**config.mk**
```make
export PLATFORM = sky130hd
export DESIGN_NAME = life_gen_sequencer
export DESIGN_NICKNAME = d
export VERILOG_FILES = /design/src/rtl/life_gen_sequencer.sv
export SDC_FILE = /design/constraint.sdc
export NUM_CORES = 1
export LEC_CHECK = 0
export ABC_AREA = 1
export BUFFER_PORTS_ARGS = -buffer_cell sky130_fd_sc_hd__buf_4
export CAP_MARGIN = 40
export CORE_MARGIN = 4
export CORE_UTILIZATION = 50
export CTS_CLUSTER_DIAMETER = 50
export CTS_CLUSTER_SIZE = 8
export DETAILED_ROUTE_END_ITERATION = 8
export PLACE_DENSITY = 0.77
export SETUP_SLACK_MARGIN = 0.3
export SLEW_MARGIN = 20
export SYNTH_ARGS = -nofsm -noshare
export SYNTH_HDL_FRONTEND = slang
export SYNTH_SLANG_ARGS = --single-unit
```
**constraint.sdc**
```tcl
create_clock -name clk -period 1.95 [get_ports clk]
set_input_delay 0.2925 -clock clk [delete_from_list [all_inputs] [get_ports clk]]
set_output_delay 0.2925 -clock clk [all_outputs]
set_load 0.1 [all_outputs]
```
**src/rtl/life_gen_sequencer.sv**
```systemverilog
// Generation sequencer for a Game of Life cell grid: load, run/pause/step pacing, generation limit.
// Optional still-life auto-halt is compiled in with `define LIFE_AUTO_HALT_EN (adds port grid_changed).
module life_gen_sequencer #(
    parameter int PERIOD      = 4,
    parameter int LOAD_CYCLES = 2,
    parameter int GEN_W       = 16
) (
    input  logic             clk,
    input  logic             rst,
    input  logic             cmd_load,
    input  logic             cmd_run,
    input  logic             cmd_step,
    input  logic             cmd_stop,
    input  logic [GEN_W-1:0] gen_limit,
`ifdef LIFE_AUTO_HALT_EN
    input  logic             grid_changed,
`endif
    output logic             grid_load,
    output logic             grid_ena,
    output logic [GEN_W-1:0] gen_count,
    output logic [2:0]       state,
    output logic             busy,
    output logic             done
);

    localparam int DIV_W = (PERIOD > 1) ? $clog2(PERIOD) : 1;
    localparam int LD_W  = (LOAD_CYCLES > 1) ? $clog2(LOAD_CYCLES) : 1;
    localparam logic [DIV_W-1:0] DIV_LAST = DIV_W'(PERIOD - 1);
    localparam logic [LD_W-1:0]  LD_LAST  = LD_W'(LOAD_CYCLES - 1);
    localparam logic [GEN_W-1:0] GEN_ONE  = GEN_W'(1);

    typedef enum logic [2:0] {
        S_IDLE   = 3'd0,
        S_LOAD   = 3'd1,
        S_PAUSED = 3'd2,
        S_RUN    = 3'd3,
        S_STEP   = 3'd4,
        S_HALT   = 3'd5
    } state_t;

    state_t            state_reg, state_next;
    logic [DIV_W-1:0]  div_reg, div_next;
    logic [LD_W-1:0]   load_cnt_reg, load_cnt_next;
    logic [GEN_W-1:0]  gen_count_reg, gen_count_next;
    logic [GEN_W-1:0]  gen_inc;
    logic              grid_load_reg, grid_load_next;
    logic              grid_ena_reg, grid_ena_next;
    logic              busy_reg, busy_next;
    logic              done_reg, done_next;
    logic              halt_hit;
`ifdef LIFE_AUTO_HALT_EN
    logic              ena_d_reg;
`endif

    assign gen_inc = gen_count_reg + GEN_ONE;

    always_comb begin
        state_next     = state_reg;
        div_next       = div_reg;
        load_cnt_next  = load_cnt_reg;
        gen_count_next = gen_count_reg;
        halt_hit       = 1'b0;

        case (state_reg)
            S_IDLE: if (cmd_load) state_next = S_LOAD;
            S_LOAD: begin
                if (load_cnt_reg == LD_LAST) state_next = S_PAUSED;
                else                         load_cnt_next = load_cnt_reg + LD_W'(1);
            end
            S_PAUSED: begin
                if (cmd_stop)      state_next = S_PAUSED;
                else if (cmd_load) state_next = S_LOAD;
                else if (cmd_step) state_next = S_STEP;
                else if (cmd_run)  state_next = S_RUN;
            end
            S_RUN: begin
                if (cmd_stop)              state_next = S_PAUSED;
                else if (cmd_load)         state_next = S_LOAD;
                else if (div_reg == DIV_LAST) div_next = '0;
                else                       div_next = div_reg + DIV_W'(1);
            end
            S_STEP: state_next = S_PAUSED;
            S_HALT: if (cmd_load) state_next = S_LOAD;
            default: state_next = S_IDLE;
        endcase

        // The generation finishing at this edge is counted even if a command leaves RUN.
        if (grid_ena_reg) begin
            gen_count_next = gen_inc;
            if (gen_limit != '0 && gen_inc == gen_limit) halt_hit = 1'b1;
        end
`ifdef LIFE_AUTO_HALT_EN
        if (ena_d_reg && !grid_changed && (state_reg == S_RUN || state_reg == S_PAUSED))
            halt_hit = 1'b1;
`endif
        if (halt_hit) state_next = S_HALT;

        if (state_next == S_LOAD && state_reg != S_LOAD) begin
            gen_count_next = '0;
            load_cnt_next  = '0;
        end
        // Leaving RUN (or entering it from PAUSED) restarts the divider at zero.
        if (state_next != S_RUN || state_reg != S_RUN) div_next = '0;

        grid_load_next = (state_next == S_LOAD);
        grid_ena_next  = (state_next == S_STEP) || (state_next == S_RUN && div_next == DIV_LAST);
        busy_next      = (state_next == S_LOAD) || (state_next == S_RUN) || (state_next == S_STEP);
        done_next      = halt_hit;
    end

    always_ff @(posedge clk or negedge rst) begin
        if (!rst) begin
            state_reg     <= S_IDLE;
            div_reg       <= '0;
            load_cnt_reg  <= '0;
            gen_count_reg <= '0;
            grid_load_reg <= 1'b0;
            grid_ena_reg  <= 1'b0;
            busy_reg      <= 1'b0;
            done_reg      <= 1'b0;
`ifdef LIFE_AUTO_HALT_EN
            ena_d_reg     <= 1'b0;
`endif
        end else begin
            state_reg     <= state_next;
            div_reg       <= div_next;
            load_cnt_reg  <= load_cnt_next;
            gen_count_reg <= gen_count_next;
            grid_load_reg <= grid_load_next;
            grid_ena_reg  <= grid_ena_next;
            busy_reg      <= busy_next;
            done_reg      <= done_next;
`ifdef LIFE_AUTO_HALT_EN
            ena_d_reg     <= grid_ena_reg;
`endif
        end
    end

    assign state     = state_reg;
    assign grid_load = grid_load_reg;
    assign grid_ena  = grid_ena_reg;
    assign gen_count = gen_count_reg;
    assign busy      = busy_reg;
    assign done      = done_reg;

endmodule

```
; ---- Yosys cells after proc, flatten, opt, wreduce, memory -nomap -nowiden
; Cells that the tools add are included.
[totals]
register_bits = 26
wordCells = 58
[classes]
add_sub_neg = 3
reduce_logical = 12
n_mux = 21
n_eq_ne = 14
[ops]
columns = operator, n
row1 = 2-to-1 mux 16 bit, 2
row2 = 2-to-1 mux 3 bit, 8
row3 = "adder 16 x 1 -> 16 bit, second input constant", 1
row4 = equality test 16 bit, 1
row5 = nonzero test 16 bit, 1
row6 = case mux 3 bit (5 select lines), 1
row7 = 2-to-1 mux 2 bit, 5
row8 = "equality test 3 x 2 -> 1 bit, second input constant", 3
row9 = "equality test 3 bit, second input constant", 3
row10 = "equality test 3 x 1 -> 1 bit, second input constant", 2
row11 = "!= test 3 x 2 -> 1 bit, second input constant", 2
row12 = 2-to-1 mux 1 bit, 5
row13 = "equality test 2 bit, second input constant", 2
row14 = logical OR 1 bit, 4
row15 = nonzero test 2 bit, 2
row16 = logical AND 1 bit, 3
row17 = logical NOT 3 bit, 1
row18 = "!= test 3 x 1 -> 1 bit, second input constant", 1
row19 = "adder 2 x 1 -> 2 bit, second input constant", 1
row20 = OR reduction 2 bit, 1
row21 = "adder 1 bit, second input constant", 1

; ---- Depth between registers and ports, before layout
[logic_depth]
ltp_word = 12
depth_mapped = 16
mapped_depth_nobuf = 16

; ---- Worst setup path after synthesis
; OpenSTA, ideal clock, no wires.
[synth_path]
kind = register to register
start = register gen_count_reg[0], in the netlist gen_count[0]
end = register gen_count_reg[5], in the netlist gen_count[5]
stages_incl_launch_ff = 16
t_arrival_ps = 2652
path_buffers = 1
slack_ps = -827
path_cell_list = dfrtp_1 -> ha_1 -> nand2_2 -> nor2_4 -> nand3_1 -> nand2_1 -> nand2_1 -> nand2_1 -> nand2_1 -> nand2_1 -> nor2_2 -> nand3_2 -> nand4_4 -> nor2_8 -> buf_12 -> nor2_2
[synth_via]
elab_chain_cells = 9
word_cells_on_any_way = 11
[synth_rtl]
columns = item, line_no
row1 = from (decl), 44  ; logic [GEN_W-1:0] gen_count_reg, gen_count_next;
row2 = from (signal assigned), 128  ; gen_count_reg <= gen_count_next;
row3 = adder 16 x 1 -> 16 bit *, 55  ; assign gen_inc = gen_count_reg + GEN_ONE;
row4 = equality test 16 bit, 90  ; if (gen_limit != '0 && gen_inc == gen_limit) halt_hit = 1'b1;
row5 = logical AND 1 bit, 90
row6 = 2-to-1 mux 1 bit, 90
row7 = 2-to-1 mux 1 bit, 88  ; if (grid_ena_reg) begin
row8 = 2-to-1 mux 3 bit, 96  ; if (halt_hit) state_next = S_HALT;
row9 = equality test 3 x 1 -> 1 bit, 98  ; if (state_next == S_LOAD && state_reg != S_LOAD) begin
row10 = logical AND 1 bit, 98
row11 = 2-to-1 mux 16 bit or nonzero test 2 bit (tied branches), -
; Mark *: on every way between the ends. The rest lies on a longest branch, timed or not. The select of a mux whose other input is x is not followed.
; A chain may end at the register's enable or synchronous reset.

; ---- Worst setup path after layout
; Ends and elaborated chain as after synthesis.

==> impl_results.md <==
* Top cell type's share of synthesized area at approximately 30%
* Worst-path maximum fanout at 8
* Slowest CP cell: dfrtp_4
* Post-Syn Instances at 339
* Vias in the first global route at ~2400
* CP Cell Sequence: ha_4, nand2_4, nor2_4, nand2_1, nand2_1, nand2_1, nor2_1, nor2_1, nand3_1, nor2_1, nand3_2, nand4_4, nor2_8, buf_12, nor2_2
* # rows at 23
* Routed wire per std cell at between 10 and 15 µm
* Max reg flops at 16
* Pleak at 1.59 nW
* Initial core utilization at between 50 and 60%
* Initial antenna violation count at 0
* Synth unique cells at 31
* Final slew viol count at 0
* Worst path max stage delay at ~0.46 ns
* Clock buffer depth at 2
* Root buffer cell: clkbuf_8
* Skew final at slightly above 0.004 ns
* WP data required at 2.09 ns
* CTS Sinks at 26
* Post-synth top flop: dfrtp_1
* Die width at 73.9 µm
* Placeable Area at between 0.004 and 0.005 mm²
* Buffers added on ports at 44
* Worst hold margin at ~0.45 ns
* Clk_lat worst skew at ~0.26 ns
* Post-synth EDFFs at 0
* Final net count at between 400 and 500
* Biggest area consumer among synthesized cells: dfrtp_1
* Worst Path Buf+Inv at 1
* Antenna diodes at 0
* P per Cell Area at between 1500 and 2000 mW/mm²
* Synthesis-to-layout area growth at 46.5%
* Num CTS Buffers at 3
* DRC at 0
* Minimum clock period at between 2 and 2.5 ns
* Nature of the critical path startpoint: flop
* Htree depth at 1
* Slew at the pin with the worst max-slew slack at approximately 0.37 ns
* Die Y at around 74 µm
* Vias per cell at about 5.1
* Syn Nets at roughly 360
* Register area share after synthesis at between 30% and 40%
* Final WS setup at -0.173 ns
* Failing checks: setup timing
* CTS tree: built
* Max-Slew Margin vs Limit at approximately 75%
* Tot Pwr at between 5 and 6 mW
* Syn Std Cell Area at between 0.002 and 0.0025 mm²
* DIE AREA at ~0.0055 mm²
* Total congestion overflow at 0
* I/O pins at between 40 and 50
* Unrepaired setup endpoints after global routing: true
* First-pass GRT wire length at ~11 mm
* Drt total wl at about 6.3 mm
* GPL Wtd Cong at between 0.8 and 0.9
* Max VDD drop at approximately 1400 µV
* Yosys warns at 0
* Layout cell share with drive strength beyond 1 at between 30% and 40%
* Hold Violations, Final at 0
* Synth Register Bits at 26
* Clock-pin transition on the worst setup and hold timing paths at around 0.080 ns
* Post-route ant nets at 0
* Hold crit path type: input port to flop
* Crit end category: flop
* Pin count of the biggest net entering global routing at 27
* Synth area leaders: dfrtp_1 (30%), nand2_1 (17%), nand3_1 (8.5%)
* Status: finished with violations
* Crit path DAT at around 2.3 ns
* Final Setup Violations at 25
* Pre-Repair DR Iteration Count at 5
* Total number of vias at around 2500
* Post-DP HPWL at around 5.2 mm
* Asr flop ratio synth at between 90% and 100%
* Critical path type: flop to flop
* GRT Resource Usage Total at ~25%
* Average size of a mapped cell at 6.40 µm²
* Initial detailed-routing violation count at roughly 190
* Critical path's top delay family: simple AND/OR/NAND/NOR gates
* Max-Cap Viols at 0
* Final Cycle Share at 109%
* Fmax at roughly 470 MHz
cells in the mapped netlist, types with 4 or more instances:
library cell and n:
nor2_2 13, nand3_1 37, nand4_1 8, nand2_1 97, dfrtp_1 26, nand2_2 4
inv_1 49, o21ai_0 20, nor2_1 48
area by class of cell:
| cell class | instances | area, µm² |
|---|---|---|
| repair buffers | 100 | 807 |
| flip-flops and latches | 26 | 704 |
| multi-input cells | 260 | 1360 |
| fillers | 324 | 910 |
| well taps | 50 | 62.6 |
| inverters | 50 | 188 |
| clock buffers | 4 | 55.1 |
placed cells by master, fill, tap and decap left out, types with 4 or more instances in the layout:
cell type	Yosys	routed
buf_12	1	4
nor2_2	13	23
dfrtp_4	0	12
nor2_1	48	37
dfrtp_1	26	7
nand3_1	37	37
nand2_2	4	6
clkbuf_8	0	4
buf_4	0	94
inv_1	49	49
o21ai_0	20	20
dfrtp_2	0	7
nand2_1	97	94
nand4_1	8	8
nor2_4	3	4
worst register-to-register path, cell delays in order (launching register included):
cell and delay (ns):
dfrtp_4 0.46, ha_4 0.17, nand2_4 0.06, nor2_4 0.21
nand2_1 0.11, nand2_1 0.08, nand2_1 0.06, nor2_1 0.11
nor2_1 0.06, nand3_1 0.06, nor2_1 0.05, nand3_2 0.12
nand4_4 0.13, nor2_8 0.16, buf_12 0.14, nor2_2 0.03
kinds of logic (layout without fill, tap and decap cells):
family | Yosys count | in the layout | share of synthesized area [%]
compound gates | 29 | 29 | 7.67
xor+xnor | 5 | 5 | 2.02
fa+ha+maj | 1 | 1 | 0.577
buf+inv | 53 | 154 | 9.92
flops | 26 | 26 | 30.0
mux | 1 | 1 | 0.462
simple gates | 224 | 224 | 49.3
metrics by stage:
stage,util [%],TNS (ns),std cells,instance area (µm²),setup slack (ns)
after floorplan,-,-3.85,339,2250,-0.258
after global placement,73.7,-1.22,478,3010,-0.0750
after detailed placement,73.7,-1.92,478,3010,-0.108
after CTS,76.9,-2.10,488,3140,-0.109
after global routing,77.7,-7.03,490,3180,-0.316
final,77.7,-3.55,490,3180,-0.173
path summary, 6_finish.rpt:
path / startpoint / to / slack [ns] / cells after the start
setup reg to reg: gen_count[0]$_DFFE_PN0P_ / gen_count[5]$_DFFE_PN0P_ / -0.17 / 15
hold / removal: cmd_stop / div_reg[0]$_DFF_PN0_ / 0.45 / 5
setup / recovery: gen_count[0]$_DFFE_PN0P_ / gen_count[5]$_DFFE_PN0P_ / -0.17 / 15
hold reg to reg: load_cnt_reg$_DFFE_PN0P_ / load_cnt_reg$_DFFE_PN0P_ / 0.54 / 2
min in group asynchronous: rst / div_reg[0]$_DFF_PN0_ / 0.47 / 2
max in group asynchronous: rst / gen_count[8]$_DFFE_PN0P_ / 1.20 / 2
repair_timing:
action,4_1_cts,5_1_grt
buffers inserted,5,2
hold buffers,1,0
endpoints found under the setup margin,26,26
pin swaps,5,5
gates resized for setup,7,6
endpoints found under the hold margin,26,0
routing by layer:
layer  up-vias  track usage (%)  wire, µm
li1       1274                -         -
met1      1135             33.1      2750
met2        85             43.1      3090
met3        10             1.50       366
met4         0             6.04       101
met5         -                0         0
where the power goes:
part | internal (mW) | total, mW | leakage (nW) | switching, mW
combinational | 1.25 | 3.76 | 1.25 | 2.51
clock | 0.180 | 0.332 | 0.0288 | 0.152
sequential | 0.809 | 1.03 | 0.316 | 0.222
total | 2.23 | 5.12 | 1.59 | 2.89
(Power assumes the default switching activity.)
